$ cat config.mk
export PLATFORM = sky130hd
export DESIGN_NAME = irq_nest_ctrl
export DESIGN_NICKNAME = d
export VERILOG_FILES = /design/src/rtl/irq_nest_ctrl_pkg.sv /design/src/rtl/irq_nest_ctrl_ctx_stack.sv /design/src/rtl/irq_nest_ctrl.sv
export SDC_FILE = /design/constraint.sdc
export NUM_CORES = 1
export LEC_CHECK = 0
export CELL_PAD_IN_SITES_DETAIL_PLACEMENT = 2
export CELL_PAD_IN_SITES_GLOBAL_PLACEMENT = 2
export CORE_MARGIN = 2
export CORE_UTILIZATION = 36
export CTS_BUF_LIST = sky130_fd_sc_hd__clkbuf_8
export DETAILED_ROUTE_END_ITERATION = 7
export PLACE_DENSITY = 0.79
export SYNTH_ARGS = -nofsm -noshare
export SYNTH_HDL_FRONTEND = slang
export SYNTH_SLANG_ARGS = --single-unit
$ cat constraint.sdc
create_clock -name clk -period 7.3 [get_ports clk]
set_clock_uncertainty 0.2 [all_clocks]
set_input_delay 1.095 -clock clk [delete_from_list [all_inputs] [get_ports clk]]
set_output_delay 1.095 -clock clk [all_outputs]
set_load 0.01 [all_outputs]
$ cat src/rtl/irq_nest_ctrl_pkg.sv
// Shared types and constants for the nesting interrupt controller.
// The saved context pairs the handler id with the PC to resume at.
package irq_nest_ctrl_pkg;

  localparam int IRQ_NUM_MAX    = 8;
  localparam int IDW            = $clog2(IRQ_NUM_MAX);
  localparam int IRQ_VEC_STRIDE = 4;

  typedef struct packed {
    logic [IDW-1:0] id;
    logic [31:0]    pc;
  } irq_ctx_t;

  // Line i vectors to base + (i+1)*stride; slot 0 is left to the reset vector.
  function automatic logic [31:0] irq_vec(input logic [31:0]    base,
                                          input logic [IDW-1:0] id);
    return base + ((32'(id) + 32'd1) * 32'(IRQ_VEC_STRIDE));
  endfunction

endpackage

$ cat src/rtl/irq_nest_ctrl_ctx_stack.sv
// LIFO of saved interrupt contexts. The top entry is exposed combinationally;
// a push while full or a pop while empty is silently dropped.
module irq_nest_ctrl_ctx_stack
  import irq_nest_ctrl_pkg::*;
#(
  parameter  int DEPTH = 4,
  localparam int CW    = $clog2(DEPTH + 1)
) (
  input  logic          clk,
  input  logic          rst,
  input  logic          push_i,
  input  logic          pop_i,
  input  irq_ctx_t      push_ctx_i,
  output irq_ctx_t      top_o,
  output logic [CW-1:0] count_o
);

  irq_ctx_t      ctx_q [DEPTH];
  logic [CW-1:0] cnt_q, cnt_d;
  logic          push_ok, pop_ok;

  assign push_ok = push_i && (cnt_q != CW'(DEPTH));
  assign pop_ok  = pop_i && (cnt_q != '0) && !push_i;

  // NOTE: every variable driven here gets a default first, so no path can leave it unassigned and infer a latch.
  always_comb begin
    cnt_d = cnt_q;
    if (push_ok)     cnt_d = cnt_q + CW'(1);
    else if (pop_ok) cnt_d = cnt_q - CW'(1);
  end

  // NOTE: the storage array is reset explicitly, so a discarded stack never leaks old PCs through top_o.
  always_ff @(posedge clk) begin
    if (rst) begin
      cnt_q <= '0;
      for (int i = 0; i < DEPTH; i++) ctx_q[i] <= '0;
    end else begin
      cnt_q <= cnt_d;
      for (int i = 0; i < DEPTH; i++)
        if (push_ok && cnt_q == CW'(i)) ctx_q[i] <= push_ctx_i;
    end
  end

  always_comb begin
    top_o = '0;
    for (int i = 0; i < DEPTH; i++)
      if (cnt_q == CW'(i + 1)) top_o = ctx_q[i];
  end

  assign count_o = cnt_q;

endmodule

$ cat src/rtl/irq_nest_ctrl.sv
// Prioritised, nesting interrupt controller beside the EX redirect mux.
// take/ret_go are combinational so EX can redirect fetch in the same cycle.
module irq_nest_ctrl
  import irq_nest_ctrl_pkg::*;
#(
  parameter  int          NUM_IRQ  = 8,
  parameter  int          DEPTH    = 4,
  parameter  logic [31:0] VEC_BASE = 32'h0,
  localparam int          LW       = $clog2(DEPTH + 1),
  localparam int          CIW      = $clog2(NUM_IRQ)
) (
  input  logic               clk,
  input  logic               rst,
  input  logic [NUM_IRQ-1:0] irq_req_i,
  input  logic [NUM_IRQ-1:0] irq_mask_i,
  input  logic               ex_valid_i,
  input  logic               ex_ret_i,
  input  logic [31:0]        resume_pc_i,
  output logic               take_o,
  output logic [31:0]        vec_addr_o,
  output logic               ret_go_o,
  output logic [31:0]        epc_o,
  output logic [NUM_IRQ-1:0] pending_o,
  output logic [LW-1:0]      level_o,
  output logic [CIW-1:0]     cur_id_o,
  output logic               err_o
);

  logic [NUM_IRQ-1:0] req_q, pend_q, pend_d, rise, clr;
  logic               err_q, err_d;
  logic               cand_vld, prio_ok;
  logic [IDW-1:0]     cand;
  irq_ctx_t           top, push_ctx;
  logic [LW-1:0]      level;

  irq_nest_ctrl_ctx_stack #(.DEPTH(DEPTH)) u_stack (
    .clk       (clk),
    .rst       (rst),
    .push_i    (take_o),
    .pop_i     (ret_go_o),
    .push_ctx_i(push_ctx),
    .top_o     (top),
    .count_o   (level)
  );

  assign rise = irq_req_i & ~req_q;

  // Scan from the lowest-priority end so the last hit is the lowest index.
  always_comb begin
    cand_vld = 1'b0;
    cand     = '0;
    for (int i = NUM_IRQ - 1; i >= 0; i--) begin
      if (pend_q[i] && irq_mask_i[i]) begin
        cand_vld = 1'b1;
        cand     = IDW'(i);
      end
    end
  end

  assign prio_ok  = (level == '0) || (cand < top.id);
  assign take_o   = cand_vld && ex_valid_i && !ex_ret_i &&
                    (level < LW'(DEPTH)) && prio_ok;
  assign vec_addr_o = take_o ? irq_vec(VEC_BASE, cand) : 32'h0;
  assign ret_go_o = ex_ret_i && (level != '0);
  assign push_ctx = '{id: cand, pc: resume_pc_i};

  // A fresh edge in the take cycle re-arms the line, hence rise is OR'd last.
  assign clr    = take_o ? (NUM_IRQ'(1) << cand) : '0;
  assign pend_d = (pend_q & ~clr) | rise;
  assign err_d  = err_q || (ex_ret_i && level == '0);

  // NOTE: sequential state uses non-blocking assignments so every register samples pre-edge values.
  always_ff @(posedge clk) begin
    if (rst) begin
      req_q  <= '0;
      pend_q <= '0;
      err_q  <= 1'b0;
    end else begin
      req_q  <= irq_req_i;
      pend_q <= pend_d;
      err_q  <= err_d;
    end
  end

  assign epc_o     = top.pc;
  assign cur_id_o  = top.id[CIW-1:0];
  assign level_o   = level;
  assign pending_o = pend_q;
  assign err_o     = err_q;

endmodule

# After elaboration in Yosys (flattened, before gate mapping)
# Memory sizes are Yosys's and may differ from the RTL's.
# Index checks and enable logic that the tools add are counted.
# word_totals
latch_bits	0
rom_bits	0
mem_bits_rw	140
n_memories	1
out_inout_bits	81
input_bits	52
register_bits	20
# mem_list
name	depth	word_bits	rd	rd_ports_with_merged_regs	wr	line	source
u_stack.ctx_q	4	35	4	0	4	irq_nest_ctrl_ctx_stack.sv:18	irq_ctx_t ctx_q [DEPTH];
# classes
addsub	3
n_reduce_logical	28
n_div	0
n_eq_ne	5
magnitude_cmp	2
mul	0
muxes	42
shift	1
n_bitwise	9
# ops
operator	count
35-bit 2-to-1 mux	8
3-bit 2-to-1 mux	10
1-bit 2-to-1 mux	22
1-bit logical AND	21
8-bit bitwise AND	2
8-bit NOT	2
8-bit 2-to-1 mux	1
8-bit OR	1
1-bit by 3-bit left shift with 8-bit output, first input constant	1
3-bit by 2-bit equality test with 1-bit output, second input constant	2
6-bit 2-to-1 mux	1
3-bit by 1-bit adder with 4-bit output, second input constant	1
1-bit OR	4
3-bit by 1-bit adder with 3-bit output, second input constant	1
3-bit by 1-bit equality test with 1-bit output, second input constant	1
3-bit equality test, second input constant	1
3-bit logical NOT	1
3-bit less-than comparator	1
3-bit less-than comparator, second input constant	1
3-bit inequality test, second input constant	1
3-bit nonzero test	1
3-bit by 1-bit subtractor with 3-bit output, second input constant	1
1-bit logical NOT	2
1-bit logical OR	2
2-bit nonzero test	1

# Longest topological paths before layout
# logic_depth
word_depth	19
mapped_depth	16

# Cells and area by module
# A second synthesis with hierarchy kept.
# unflattened
cells_unflattened	693
area_unflattened_um2	8131.5
# by_module_without_submodules
mod	instances	seq_area_each_um2	cells_per_inst	area_each_um2
irq_nest_ctrl_ctx_stack	1	4264.1	552	6941.7
irq_nest_ctrl	1	340.3	141	1189.9

# Worst setup path after synthesis
# OpenSTA, ideal clock, no wires.
# synth_path
path_type	input port to flip-flop
start	input irq_mask_i[7]
end	memory u_stack.ctx_q[1][0] (netlist name), enable pin
slack_ns	1.358
stages	8
arrival_ns	5.262
setup_time_ns	0.480
cell_sequence	a22o_1 -> and3b_1 -> nor2_1 -> ha_1 -> a21oi_1 -> nor2_1 -> a211o_1 -> o31ai_1
# synth_lines
item	line	source
start: declaration	irq_nest_ctrl.sv:15	input logic [NUM_IRQ-1:0] irq_mask_i,
end: declaration	irq_nest_ctrl_ctx_stack.sv:18	

# Worst setup path after layout
# layout_path
start	register u_stack.cnt_q[0], in the netlist u_stack.count_o[0]
end	output take_o
# layout_between
elab_chain_len	8
elab_cells_between_ends	14
cone_classes	2 x order compare; 4 x eq/ne; 4 x mux; 4 x reduce/logical
# layout_lines
item	line	source
start: declaration	irq_nest_ctrl_ctx_stack.sv:19	logic [CW-1:0] cnt_q, cnt_d;
start signal: assignment	irq_nest_ctrl_ctx_stack.sv:38	cnt_q <= cnt_d;
3-bit by 1-bit equality test with 1-bit output	irq_nest_ctrl_ctx_stack.sv:47	if (cnt_q == CW'(i + 1)) top_o = ctx_q[i];
35-bit 2-to-1 mux (4 in series)	irq_nest_ctrl_ctx_stack.sv:47	
3-bit less-than comparator	irq_nest_ctrl.sv:60	assign prio_ok = (level == '0) || (cand < top.id);
1-bit logical OR	irq_nest_ctrl.sv:60	
1-bit logical AND (*)	irq_nest_ctrl.sv:62	(level < LW'(DEPTH)) && prio_ok;
end: declaration	irq_nest_ctrl.sv:19	output logic take_o,
# Mark *: on every way between the ends. The rest lies on a longest branch, timed or not.

==> flow_summary_export.csv <==
group,metric,value,unit
clock_tree,path_clk_slew,0.08,ns
synthesis,avgSynthCellArea,11.3,sq um
clock_tree,cts.sinks,160,
pwr,power_frac_comb,36.7,%
grt,antenna_found_initial,0,
floorplanning,initial_core_util,36.7,%
synthesis,synthFlopType,"edfxtp_1",
synthesis,yosys.cell_count.top_type,"edfxtp_1",
clock_tree,h-tree-depth,4,
pwr,p_switching,0.00100,W
worst_setup_path,worstSetupEndpoint,"take_o",
worst_setup_path,crit_path_cell_trace,"inv_1 > ha_1 > nor2b_4 > a22oi_1 > o21ai_0 > nand2_1 > and2_1 > ha_1 > a21oi_1 > nor2_1 > a211o_1 > nor2_2 > buf_4 > clkdlybuf4s50_1",
worst_setup_path,worst-path-buf-inv,3,
synthesis,async_flop_share,0,%
floorplanning,rows,53,
final_layout,final_util,43.9,%
timing,hold_viol,0,
worst_setup_path,r2r_slack,2.00,ns
grt,grt_pass1_wl,34000,um
synthesis,synth_area,7740,sq um
drt,wl,21700,um
timing,tightestPinTransition,1.30,ns
worst_setup_path,arrival,4.93,ns
worst_setup_path,cp-end-kind,"output pin",
timing,slew_violations,0,
timing,setup_viol,0,
pwr,p_int,0.00179,W
timing,layout_setup_ws,1.07,ns
timing,fin_crit_sh,85.3,%
grt,grt_max_degree,41,
clock_tree,cts_tree,"yes",
synthesis,ys_ff_latch,160,
pwr,power_frac_seq,40.5,%
clock_tree,cts_resized,0,
worst_setup_path,critical_path.top_delay_family,"simple AND/OR/NAND/NOR gates",
synthesis,netlist_instances,686,
job,drv_cap,0,
worst_setup_path,crit_path_frequent_cell,"ha_1",
placed_design,dpl-instance-area,8870,sq um
floorplanning,die_x,151,um
worst_setup_path,crit_path_start_kind,"register",
synthesis,yosysWarnings,0,
timing,grt_setup_unrepaired,"false",
timing,worst_slew_margin_rel,13.4,%
pwr,vdd_drop_max,0.131,mV
clock_tree,cts-root-buf,"clkbuf_8",
clock_tree,clkLatencyLatePin,0.47,ns
pwr,totalPowerFinal,0.00279,W
drt,detail-route-antenna-nets,0,
floorplanning,dieArea,22700,sq um
synthesis,synthDistinctLibCells,50,
drt,vias,5446,
run_status,status,"complete, no violations",
final_layout,syn2layout_area_growth,19.5,%
final_layout,fin_nets,836,
worst_setup_path,critPathMaxFanout,37,
placed_design,gp_congestion,0.793,
clock_tree,hold_buffers,0,
final_layout,design_area,9250,sq um
worst_setup_path,timing.rr.end,"u_stack.ctx_q[3][27]",
final_layout,drive_gt1_share,7.28,%
worst_setup_path,reg2reg_depth,14,
hold_path,hp-class,"reg -> reg",
pwr,power_leakage,3.52,nW
placed_design,dp_slack,1.50,ns
synthesis,synth_common_cells,"140 x edfxtp_1, 105 x and2_1, 54 x nand2_1",
worst_setup_path,crit_path_max_incr_delay,0.85,ns
drt,routed_via_density,5.15,
drt,drcViolationCount,0,
grt,grt_overflow,0,
worst_setup_path,cp_data_required_time,6.00,ns
final_layout,diodes,0,
synthesis,yosysTopAreaCellShare,54.3,%
worst_setup_path,cp.depth,14,
worst_setup_path,slowest_stage,"nor2b_4",
drt,wire_per_inst,20.5,um
timing,fmax,161,MHz
synthesis,synthTopCellsByArea,"edfxtp_1 54%, and2_1 8.5%, dfxtp_1 5.2%",
floorplanning,pin_count,133,
grt,grt_pass1_vias,5974,
drt,first_pass_iters,4,
clock_tree,cts_buffers,17,
synthesis,ys_seq_area_share,59.5,%
placed_design,dpl.hpwl,14400,um
pwr,p_per_area,302,nW/um^2
synthesis,synth_edf_count,140,
worst_setup_path,startpoint,"u_stack.count_o[0]",
timing,finalSetupTns,0,ns
hold_path,whs_path_depth,2,
floorplanning,core,21100,sq um
floorplanning,die_height,151,um
synthesis,yosysTopAreaCell,"edfxtp_1",
worst_setup_path,worstSetupPathType,"reg -> out",
clock_tree,clk_path_buf_depth,2,
drt,drt_iter0_drc,381,
clock_tree,cts_setup_buffers,0,
worst_setup_path,r2r_start,"u_stack.count_o[0]",
pwr,clkPwrFrac,22.8,%
timing,fin_crit,6.23,ns
placed_design,portBuffers,104,
grt,track_usage,19.9,%
pwr,sw_frac_of_total,35.8,%
[tightest hold or removal path, stage by stage, from the launching register on]
cell and delay [ns]:
dfxtp_1 0.30, inv_1 0.04, a32o_1 0.11
[registers in the layout, summed over array words and instances, names as in the netlist]
register	cells
err_o	1
pending_o	8
req_q	8
u_stack.count_o	3
u_stack.ctx_q	140
[layout make-up]
class,count,area (sq um)
clock buffer,20,275
multi-input combinational,459,2740
inverter,19,71.3
sequential,160,4600
clock inverter,12,106
fill,2159,11800
timing repair buffer,113,1110
tap,275,344
[cells in the final DEF (no fill, tap or decap), types with 4 or more instances in the layout]
cell	count
and3_1	35
clkinv_2	4
inv_1	17
dfxtp_1	20
conb_1	28
edfxtp_1	140
nor2b_1	10
nand3_1	6
a32o_1	6
a21oi_1	38
nand2b_1	5
nand4_1	6
clkdlybuf4s50_1	104
nor4_1	5
nor2_1	41
a22oi_1	34
and2_1	104
ha_1	13
o21ai_0	36
nand2_1	54
buf_4	9
clkbuf_8	20
[cell families after synthesis]
kind of cell    Yosys count  synth area share [%]
compound gates          136                  11.3
simple gates            281                  19.9
other cells               1                0.0485
flops                   160                  59.5
buf+inv                  94                  6.98
fa+ha+maj                14                  2.26
[through the flow]
stage	std cells	hold WS, ns
after global placement	1026	0.255
after global routing	1058	0.307
after detailed placement	1026	0.265
after CTS	1058	0.287
final	1058	0.280
after floorplan	713	0.246
[per-layer routing]
layer,share of wire [%],GRT usage (%),wire length [um],vias up
met5,0,0,0,-
met4,0.95,4.86,206,0
met3,3.7,3.36,797,16
met2,53,36.2,11600,136
met1,42,24.5,9080,2739
li1,-,-,-,2555
[power groups by stage]
| stage | Combinational [W] | Sequential, W | Clock (W) |
|---|---|---|---|
| finish | 0.00102 | 0.00113 | 0.000637 |
| floorplan | 0.000576 | 0.00114 | 0 |
| CTS | 0.00104 | 0.00113 | 0.000655 |
| global route | 0.00113 | 0.00114 | 0.000688 |
| detailed placement | 0.00104 | 0.00115 | 0 |
| global placement | 0.000995 | 0.00114 | 0 |
[worst min path at each step]
stage          startpoint            to  slack, ns
2_1_floorplan    req_q[0]  pending_o[0]       0.25
3_3_place_gp     req_q[4]  pending_o[4]       0.25
3_5_place_dp        err_o         err_o       0.27
4_1_cts          req_q[1]  pending_o[1]       0.29
5_1_grt          req_q[1]  pending_o[1]       0.31
6_report         req_q[1]  pending_o[1]       0.28
(Power assumes the default switching activity.)
